**src/rtl/mm_seq_ctrl_if.sv**
```systemverilog
// Signal bundle between the matmul sequencer, its layer scheduler, the
// multiply array result port and the destination RAM write port.
interface mm_seq_ctrl_if #(
   parameter int INDEX_BITS = 16,
   parameter int BIT_RES    = 32
);
   logic                  start;
   logic [INDEX_BITS-1:0] base_addr;
   logic                  busy;
   logic                  done;
   logic                  error;
   logic                  mm_reset;
   logic                  mm_finished;
   logic [INDEX_BITS-1:0] mm_res_addr;
   logic [BIT_RES-1:0]    mm_res_out;
   logic                  wr_en;
   logic [INDEX_BITS-1:0] wr_addr;
   logic [BIT_RES-1:0]    wr_data;
   logic                  wr_ready;

   modport master (
      input  start, base_addr, mm_finished, mm_res_out, wr_ready,
      output busy, done, error, mm_reset, mm_res_addr, wr_en, wr_addr, wr_data
   );

   modport slave (
      output start, base_addr, mm_finished, mm_res_out, wr_ready,
      input  busy, done, error, mm_reset, mm_res_addr, wr_en, wr_addr, wr_data
   );
endinterface

```
**src/rtl/mm_seq_ctrl.sv**
```systemverilog
// Sequencer for one systolic matmul run: clear the array, wait for its
// finished flag, then drain every sum into the destination RAM.
module mm_seq_ctrl #(
   parameter int ROWS_OUT     = 3,
   parameter int COLS_OUT     = 3,
   parameter int INDEX_BITS   = 16,
   parameter int BIT_RES      = 32,
   parameter int CLEAR_CYCLES = 2,
   parameter int TIMEOUT      = 1024
) (
   input  logic           clk,
   input  logic           reset,
   mm_seq_ctrl_if.master  bus
);
   localparam int N     = ROWS_OUT * COLS_OUT;
   localparam int CLR_W = (CLEAR_CYCLES > 1) ? $clog2(CLEAR_CYCLES) : 1;
   localparam int TMO_W = (TIMEOUT > 1) ? $clog2(TIMEOUT) : 1;
   localparam bit TMO_EN = (TIMEOUT != 32'sd0);
   localparam logic [CLR_W-1:0]      CLR_LAST = CLR_W'(CLEAR_CYCLES - 1);
   localparam logic [TMO_W-1:0]      TMO_LAST = TMO_W'(TIMEOUT - 1);
   localparam logic [INDEX_BITS-1:0] IDX_LAST = INDEX_BITS'(N - 1);

   typedef enum logic [2:0] {
      S_IDLE   = 3'd0,
      S_CLEAR  = 3'd1,
      S_RUN    = 3'd2,
      S_DADDR  = 3'd3,
      S_DWRITE = 3'd4,
      S_DONE   = 3'd5
   } state_t;

   state_t                state_r, state_s;
   logic [1:0]            rst_sync_r;
   logic                  srst_s;
   logic [INDEX_BITS-1:0] base_r, base_s;
   logic [INDEX_BITS-1:0] idx_r, idx_s;
   logic [CLR_W-1:0]      clr_r, clr_s;
   logic [TMO_W-1:0]      tmo_r, tmo_s;
   logic                  error_r, error_s;
   logic                  busy_r, done_r, mm_reset_r, wr_en_r;
   logic [INDEX_BITS-1:0] wr_addr_r, res_addr_r;
   logic [BIT_RES-1:0]    res_s;

   // Two-flop release of the asynchronous reset; the FSM stays cleared until it completes.
   always_ff @(posedge clk or negedge reset) begin
      if (!reset) begin
         rst_sync_r <= 2'b00;
      end else begin
         rst_sync_r <= {rst_sync_r[0], 1'b1};
      end
   end

   assign srst_s = ~rst_sync_r[1];

   // Next-state and next-datapath decode.
   always_comb begin
      state_s = state_r;
      base_s  = base_r;
      idx_s   = idx_r;
      clr_s   = clr_r;
      tmo_s   = tmo_r;
      error_s = error_r;
      case (state_r)
         S_IDLE: begin
            if (bus.start) begin
               base_s  = bus.base_addr;
               error_s = 1'b0;
               clr_s   = {CLR_W{1'b0}};
               state_s = S_CLEAR;
            end else begin
               state_s = S_IDLE;
            end
         end
         S_CLEAR: begin
            clr_s = clr_r + CLR_W'(1);
            if (clr_r == CLR_LAST) begin
               tmo_s   = {TMO_W{1'b0}};
               state_s = S_RUN;
            end else begin
               state_s = S_CLEAR;
            end
         end
         S_RUN: begin
            if (bus.mm_finished) begin
               idx_s   = {INDEX_BITS{1'b0}};
               state_s = S_DADDR;
            end else if (TMO_EN && (tmo_r == TMO_LAST)) begin
               error_s = 1'b1;
               state_s = S_IDLE;
            end else begin
               tmo_s = tmo_r + TMO_W'(1);
            end
         end
         S_DADDR: begin
            state_s = S_DWRITE;
         end
         S_DWRITE: begin
            // Stall keeps idx, so the array's registered read data stays put.
            if (bus.wr_ready) begin
               if (idx_r == IDX_LAST) begin
                  state_s = S_DONE;
               end else begin
                  idx_s   = idx_r + INDEX_BITS'(1);
                  state_s = S_DADDR;
               end
            end else begin
               state_s = S_DWRITE;
            end
         end
         S_DONE: begin
            state_s = S_IDLE;
         end
         default: begin
            state_s = S_IDLE;
         end
      endcase
   end

   // State, datapath and registered outputs, decoded from the next state.
   always_ff @(posedge clk or negedge reset) begin
      if (!reset) begin
         state_r    <= S_IDLE;
         base_r     <= {INDEX_BITS{1'b0}};
         idx_r      <= {INDEX_BITS{1'b0}};
         clr_r      <= {CLR_W{1'b0}};
         tmo_r      <= {TMO_W{1'b0}};
         error_r    <= 1'b0;
         busy_r     <= 1'b0;
         done_r     <= 1'b0;
         mm_reset_r <= 1'b1;
         wr_en_r    <= 1'b0;
         wr_addr_r  <= {INDEX_BITS{1'b0}};
         res_addr_r <= {INDEX_BITS{1'b0}};
      end else if (srst_s) begin
         state_r    <= S_IDLE;
         base_r     <= {INDEX_BITS{1'b0}};
         idx_r      <= {INDEX_BITS{1'b0}};
         clr_r      <= {CLR_W{1'b0}};
         tmo_r      <= {TMO_W{1'b0}};
         error_r    <= 1'b0;
         busy_r     <= 1'b0;
         done_r     <= 1'b0;
         mm_reset_r <= 1'b1;
         wr_en_r    <= 1'b0;
         wr_addr_r  <= {INDEX_BITS{1'b0}};
         res_addr_r <= {INDEX_BITS{1'b0}};
      end else begin
         state_r    <= state_s;
         base_r     <= base_s;
         idx_r      <= idx_s;
         clr_r      <= clr_s;
         tmo_r      <= tmo_s;
         error_r    <= error_s;
         busy_r     <= (state_s != S_IDLE);
         done_r     <= (state_s == S_DONE);
         mm_reset_r <= !((state_s == S_RUN) || (state_s == S_DADDR) || (state_s == S_DWRITE));
         wr_en_r    <= (state_s == S_DWRITE);
         wr_addr_r  <= base_s + idx_s;
         res_addr_r <= idx_s;
      end
   end

   assign res_s           = bus.mm_res_out;
   assign bus.busy        = busy_r;
   assign bus.done        = done_r;
   assign bus.error       = error_r;
   assign bus.mm_reset    = mm_reset_r;
   assign bus.mm_res_addr = res_addr_r;
   assign bus.wr_en       = wr_en_r;
   assign bus.wr_addr     = wr_addr_r;
   assign bus.wr_data     = res_s;
endmodule

```
**src/flat_wrapper.sv**
```systemverilog
// flat-port wrapper written by rule: the top's interface ports become plain ports
module mm_seq_ctrl_flat 
#(
   parameter int ROWS_OUT     = 3,
   parameter int COLS_OUT     = 3,
   parameter int INDEX_BITS   = 16,
   parameter int BIT_RES      = 32,
   parameter int CLEAR_CYCLES = 2,
   parameter int TIMEOUT      = 1024
)
  (clk, reset, bus_start, bus_base_addr, bus_mm_finished, bus_mm_res_out, bus_wr_ready, bus_busy, bus_done, bus_error, bus_mm_reset, bus_mm_res_addr, bus_wr_en, bus_wr_addr, bus_wr_data);
  mm_seq_ctrl_if #(.INDEX_BITS(INDEX_BITS), .BIT_RES(BIT_RES)) bus_i ();
  input  logic clk;
  input  logic reset;
  input wire logic [$bits(bus_i.start)-1:0] bus_start;
  input wire logic [$bits(bus_i.base_addr)-1:0] bus_base_addr;
  input wire logic [$bits(bus_i.mm_finished)-1:0] bus_mm_finished;
  input wire logic [$bits(bus_i.mm_res_out)-1:0] bus_mm_res_out;
  input wire logic [$bits(bus_i.wr_ready)-1:0] bus_wr_ready;
  output wire logic [$bits(bus_i.busy)-1:0] bus_busy;
  output wire logic [$bits(bus_i.done)-1:0] bus_done;
  output wire logic [$bits(bus_i.error)-1:0] bus_error;
  output wire logic [$bits(bus_i.mm_reset)-1:0] bus_mm_reset;
  output wire logic [$bits(bus_i.mm_res_addr)-1:0] bus_mm_res_addr;
  output wire logic [$bits(bus_i.wr_en)-1:0] bus_wr_en;
  output wire logic [$bits(bus_i.wr_addr)-1:0] bus_wr_addr;
  output wire logic [$bits(bus_i.wr_data)-1:0] bus_wr_data;
  assign bus_i.start = bus_start;
  assign bus_i.base_addr = bus_base_addr;
  assign bus_i.mm_finished = bus_mm_finished;
  assign bus_i.mm_res_out = bus_mm_res_out;
  assign bus_i.wr_ready = bus_wr_ready;
  assign bus_busy = bus_i.busy;
  assign bus_done = bus_i.done;
  assign bus_error = bus_i.error;
  assign bus_mm_reset = bus_i.mm_reset;
  assign bus_mm_res_addr = bus_i.mm_res_addr;
  assign bus_wr_en = bus_i.wr_en;
  assign bus_wr_addr = bus_i.wr_addr;
  assign bus_wr_data = bus_i.wr_data;
  mm_seq_ctrl #(.ROWS_OUT(ROWS_OUT), .COLS_OUT(COLS_OUT), .INDEX_BITS(INDEX_BITS), .BIT_RES(BIT_RES), .CLEAR_CYCLES(CLEAR_CYCLES), .TIMEOUT(TIMEOUT)) u_core (.clk(clk), .reset(reset), .bus(bus_i));
endmodule
```
**config.mk**
```make
export PLATFORM = sky130hd
export DESIGN_NAME = mm_seq_ctrl_flat
export DESIGN_NICKNAME = d
export VERILOG_FILES = /design/src/rtl/mm_seq_ctrl_if.sv /design/src/rtl/mm_seq_ctrl.sv /design/src/flat_wrapper.sv
export SDC_FILE = /design/constraint.sdc
export NUM_CORES = 1
export LEC_CHECK = 0
export CAP_MARGIN = 5
export CORE_ASPECT_RATIO = 2
export CORE_MARGIN = 4
export CORE_UTILIZATION = 50
export CTS_CLUSTER_DIAMETER = 50
export DETAILED_ROUTE_END_ITERATION = 8
export GPL_TIMING_DRIVEN = 0
export PLACE_DENSITY = 0.86
export SKIP_LAST_GASP = 1
export SLEW_MARGIN = 0
export SYNTH_ARGS = -nofsm -noshare
export SYNTH_HDL_FRONTEND = slang
export SYNTH_SLANG_ARGS = --single-unit
```
**constraint.sdc**
```tcl
create_clock -name clk -period 5.8 [get_ports clk]
set_input_delay 1.74 -clock clk [delete_from_list [all_inputs] [get_ports clk]]
set_output_delay 1.74 -clock clk [all_outputs]
set_load 0.05 [all_outputs]
```
==> impl_metrics.py <==
metrics = {
    "run_status": {
        "status": "finished clean",
    },
    "finish": {
        "drive_gt1_share_pct": 16.2,
        "diodes": 0,
        "syn_to_final_growth_pct": 31.0,
        "nNetsFinal": 634,
        "fin_area_um2": 5760,
        "utilization_pct": 67.1,
    },
    "setup_path": {
        "required_ns": 6.03,
        "worstPathMaxFanout": 10,
        "critPathCaptureType": "register",
        "crit_type": "primary input to register",
        "cp.arrival_ns": 5.53,
        "start_kind": "primary input",
    },
    "global_routing": {
        "track_usage_pct": 25.6,
        "overflow": 0,
        "grt_max_degree": 70,
        "antenna_found_initial": 0,
        "grt_pass1_wl_um": 20100,
        "grt_pass1_vias": 4324,
    },
    "power_and_ir_drop": {
        "ir_drop_v": 0.000230,
        "cellLeakagePower_nw": 2.58,
        "power.density_nw_per_um2": 258,
    },
    "logic_synthesis": {
        "yosysSeqAreaShare_pct": 39.3,
        "synth_area_leaders": "dfrtp_1 39%, ha_1 6.3%, buf_4 5.8%",
        "synth_warnings": 0,
        "synth_common_cells": "68 x dfrtp_1, 46 x nand2_1, 34 x buf_4",
        "ys_types": 66,
        "synth_top_flop_cell": "dfrtp_1",
        "synth_compound_gate_area_share_pct": 13.1,
        "netlist_instances": 459,
        "synth_top_family_by_area": "simple AND/OR/NAND/NOR gates",
        "synth_top_area_share_pct": 38.7,
        "synth-adder-area-share_pct": 6.71,
        "synth_simple_gate_area_share_pct": 24.2,
        "synth_seq_cells": 69,
        "yosys.area_share.xor_xnor_pct": 1.99,
        "async_reset_ff_share_pct": 100,
        "yosys-mux-area-fraction_pct": 5.91,
        "yosysTopAreaCell": "dfrtp_1",
        "synth.avg_cell_area_um2": 9.59,
        "syn_nets": 535,
        "synth.cell_area_um2": 4400,
        "synth_edf_count": 0,
        "synth_most_common_cell": "dfrtp_1",
    },
    "clock_tree": {
        "cts_resized": 0,
        "ctsHoldBuffers": 0,
        "cts_tree": "done",
        "cts_made_buffers": 9,
        "cts_sinks": 69,
        "cts.clk_slew.worst_paths_ns": 0.06,
        "cts_root_buf": "clkbuf_16",
        "cts_buffer_depth": 2,
        "htreeDepth": 3,
        "insertion_delay_ns": 0.34,
        "cts_setup_buffers": 0,
    },
    "sta": {
        "maxSlewHeadroom_pct": 41.1,
        "max_freq_mhz": 189,
        "setup_viol": 0,
        "rsz0062_at_grt": "no",
        "setup_tns_ns": 0,
        "fin_skew_ns": 0.00802,
        "finalHoldViolCount": 0,
        "hold_ws_ns": 0.353,
        "worst_slew_pin_slew_ns": 0.884,
        "fin_ws_ns": 0.502,
        "slew_viol_final": 0,
        "min_period_over_period_pct": 91.3,
        "period_needed_ns": 5.30,
    },
    "detailed_routing": {
        "drtAntennaViolNets": 0,
        "vias": 4059,
        "first_iter_violations": 393,
        "drt_first_pass_iters": 5,
        "wire_per_inst_um": 19.1,
        "viasPerCell": 6.12,
        "drc": 0,
        "routed_wl_um": 12600,
    },
    "floorplan": {
        "die_h_um": 141,
        "die_area_um2": 10500,
        "rows": 48,
        "fp.coreArea_um2": 8590,
        "die_w_um": 74.3,
        "num_io_pins": 122,
        "initial_core_util_pct": 51.2,
    },
    "place": {
        "gp_congestion": 0.930,
        "port_buffers": 88,
        "dp_slack_ns": 0.185,
        "place_hpwl_um": 9510,
        "dpl_cell_area_um2": 5400,
    },
    "min_path": {
        "hp-class": "register to register",
    },
    "job": {
        "max-cap-violations": 0,
    },
}
==> layer usage <==
metal | track usage [%] | wire length, um | vias to the layer above
met2 | 44.8 | 6720 | 230
met3 | 5.21 | 828 | 67
met4 | 21.1 | 958 | 0
met1 | 24.5 | 4140 | 1966
li1 | - | - | 1796
met5 | 0 | 0 | -
==> state kept, by name, summed over array words and instances (netlist names) <==
name,count
u_core.tmo_r,10
u_core.bus.busy,1
u_core.bus.error,1
u_core.bus.wr_addr,16
u_core.bus.mm_res_addr,16
u_core.bus.wr_en,1
u_core.rst_sync_r,2
u_core.clr_r,1
u_core.bus.mm_reset,1
u_core.state_r,3
u_core.bus.done,1
u_core.base_r,16
==> path summary, 6_finish.rpt <==
| kind | slack (ns) | depth (start not counted) | endpoint | start |
|---|---|---|---|---|
| min reg2reg | 0.35 | 0 | u_core.rst_sync_r[1]$_DFF_PN0_ | u_core.rst_sync_r[0]$_DFF_PN0_ |
| min in group asynchronous | 1.51 | 1 | u_core.bus.wr_addr[13]$_DFF_PN0_ | reset |
| max in group asynchronous | 3.70 | 1 | u_core.tmo_r[2]$_DFFE_PN0P_ | reset |
| max | 0.50 | 13 | u_core.bus.wr_addr[15]$_DFF_PN0_ | bus_start |
| max reg2reg | 1.86 | 13 | u_core.bus.wr_addr[15]$_DFF_PN0_ | u_core.bus.mm_res_addr[12]$_DFF_PN0_ |
| min | 0.35 | 0 | u_core.rst_sync_r[1]$_DFF_PN0_ | u_core.rst_sync_r[0]$_DFF_PN0_ |
==> worst max-delay path: stages <==
cell and delay (ns):
clkdlybuf4s50_1 0.49, or3b_4 0.44, nor2_8 0.22, buf_2 0.32
mux2_2 0.39, ha_1 0.27, clkbuf_1 0.27, nand4_1 0.16
nor2b_1 0.13, a211oi_1 0.07, a21oi_1 0.31, mux2i_1 0.32
mux2_2 0.37
==> layout by cell type (no fill, tap or decap), drive strengths merged, types with 8 or more instances in the layout <==
cell type and n:
nand2 46, clkdlybuf4s50 87, inv 12, ha 22, nand3b 9, nand3 16, mux2 16, dfrtp 68
buf 41, a21oi 26, and2 32, clkbuf 21, o21ai 15, a21o 8, mux2i 8, nor2 30
==> per-stage QoR <==
stage / cells / power (mW)
after floorplan: 459 / 0.736
after global routing: 663 / 1.53
final: 663 / 1.49
after CTS: 663 / 1.49
after detailed placement: 647 / 0.838
after global placement: 647 / 0.828
==> where the power goes <==
group	internal, mW	switching, mW
clock	0.444	0.213
combinational	0.124	0.195
sequential	0.505	0.00922
total	1.07	0.417
==> kinds of logic (layout without fill, tap and decap cells) <==
kind of cell / after synthesis / after routing
muxes: 24 / 24
DFF: 69 / 69
buffers and inverters: 62 / 166
adders and majority gates: 23 / 23
other: 1 / 1
xor gates and xnor gates: 10 / 10
and+or+nand+nor: 184 / 184
AOI/OAI and AO/OA: 86 / 86
==> area by class of cell <==
type / instances / area [um^2]
inverter: 12 / 45.0
buffer: 50 / 339
clock inverter: 5 / 106
timing repair buffer: 88 / 878
sequential: 69 / 1730
tap: 100 / 125
fill: 670 / 2830
clock buffer: 11 / 253
multi-input combinational: 328 / 2290
Note: power is estimated with default switching activity, not from simulation.
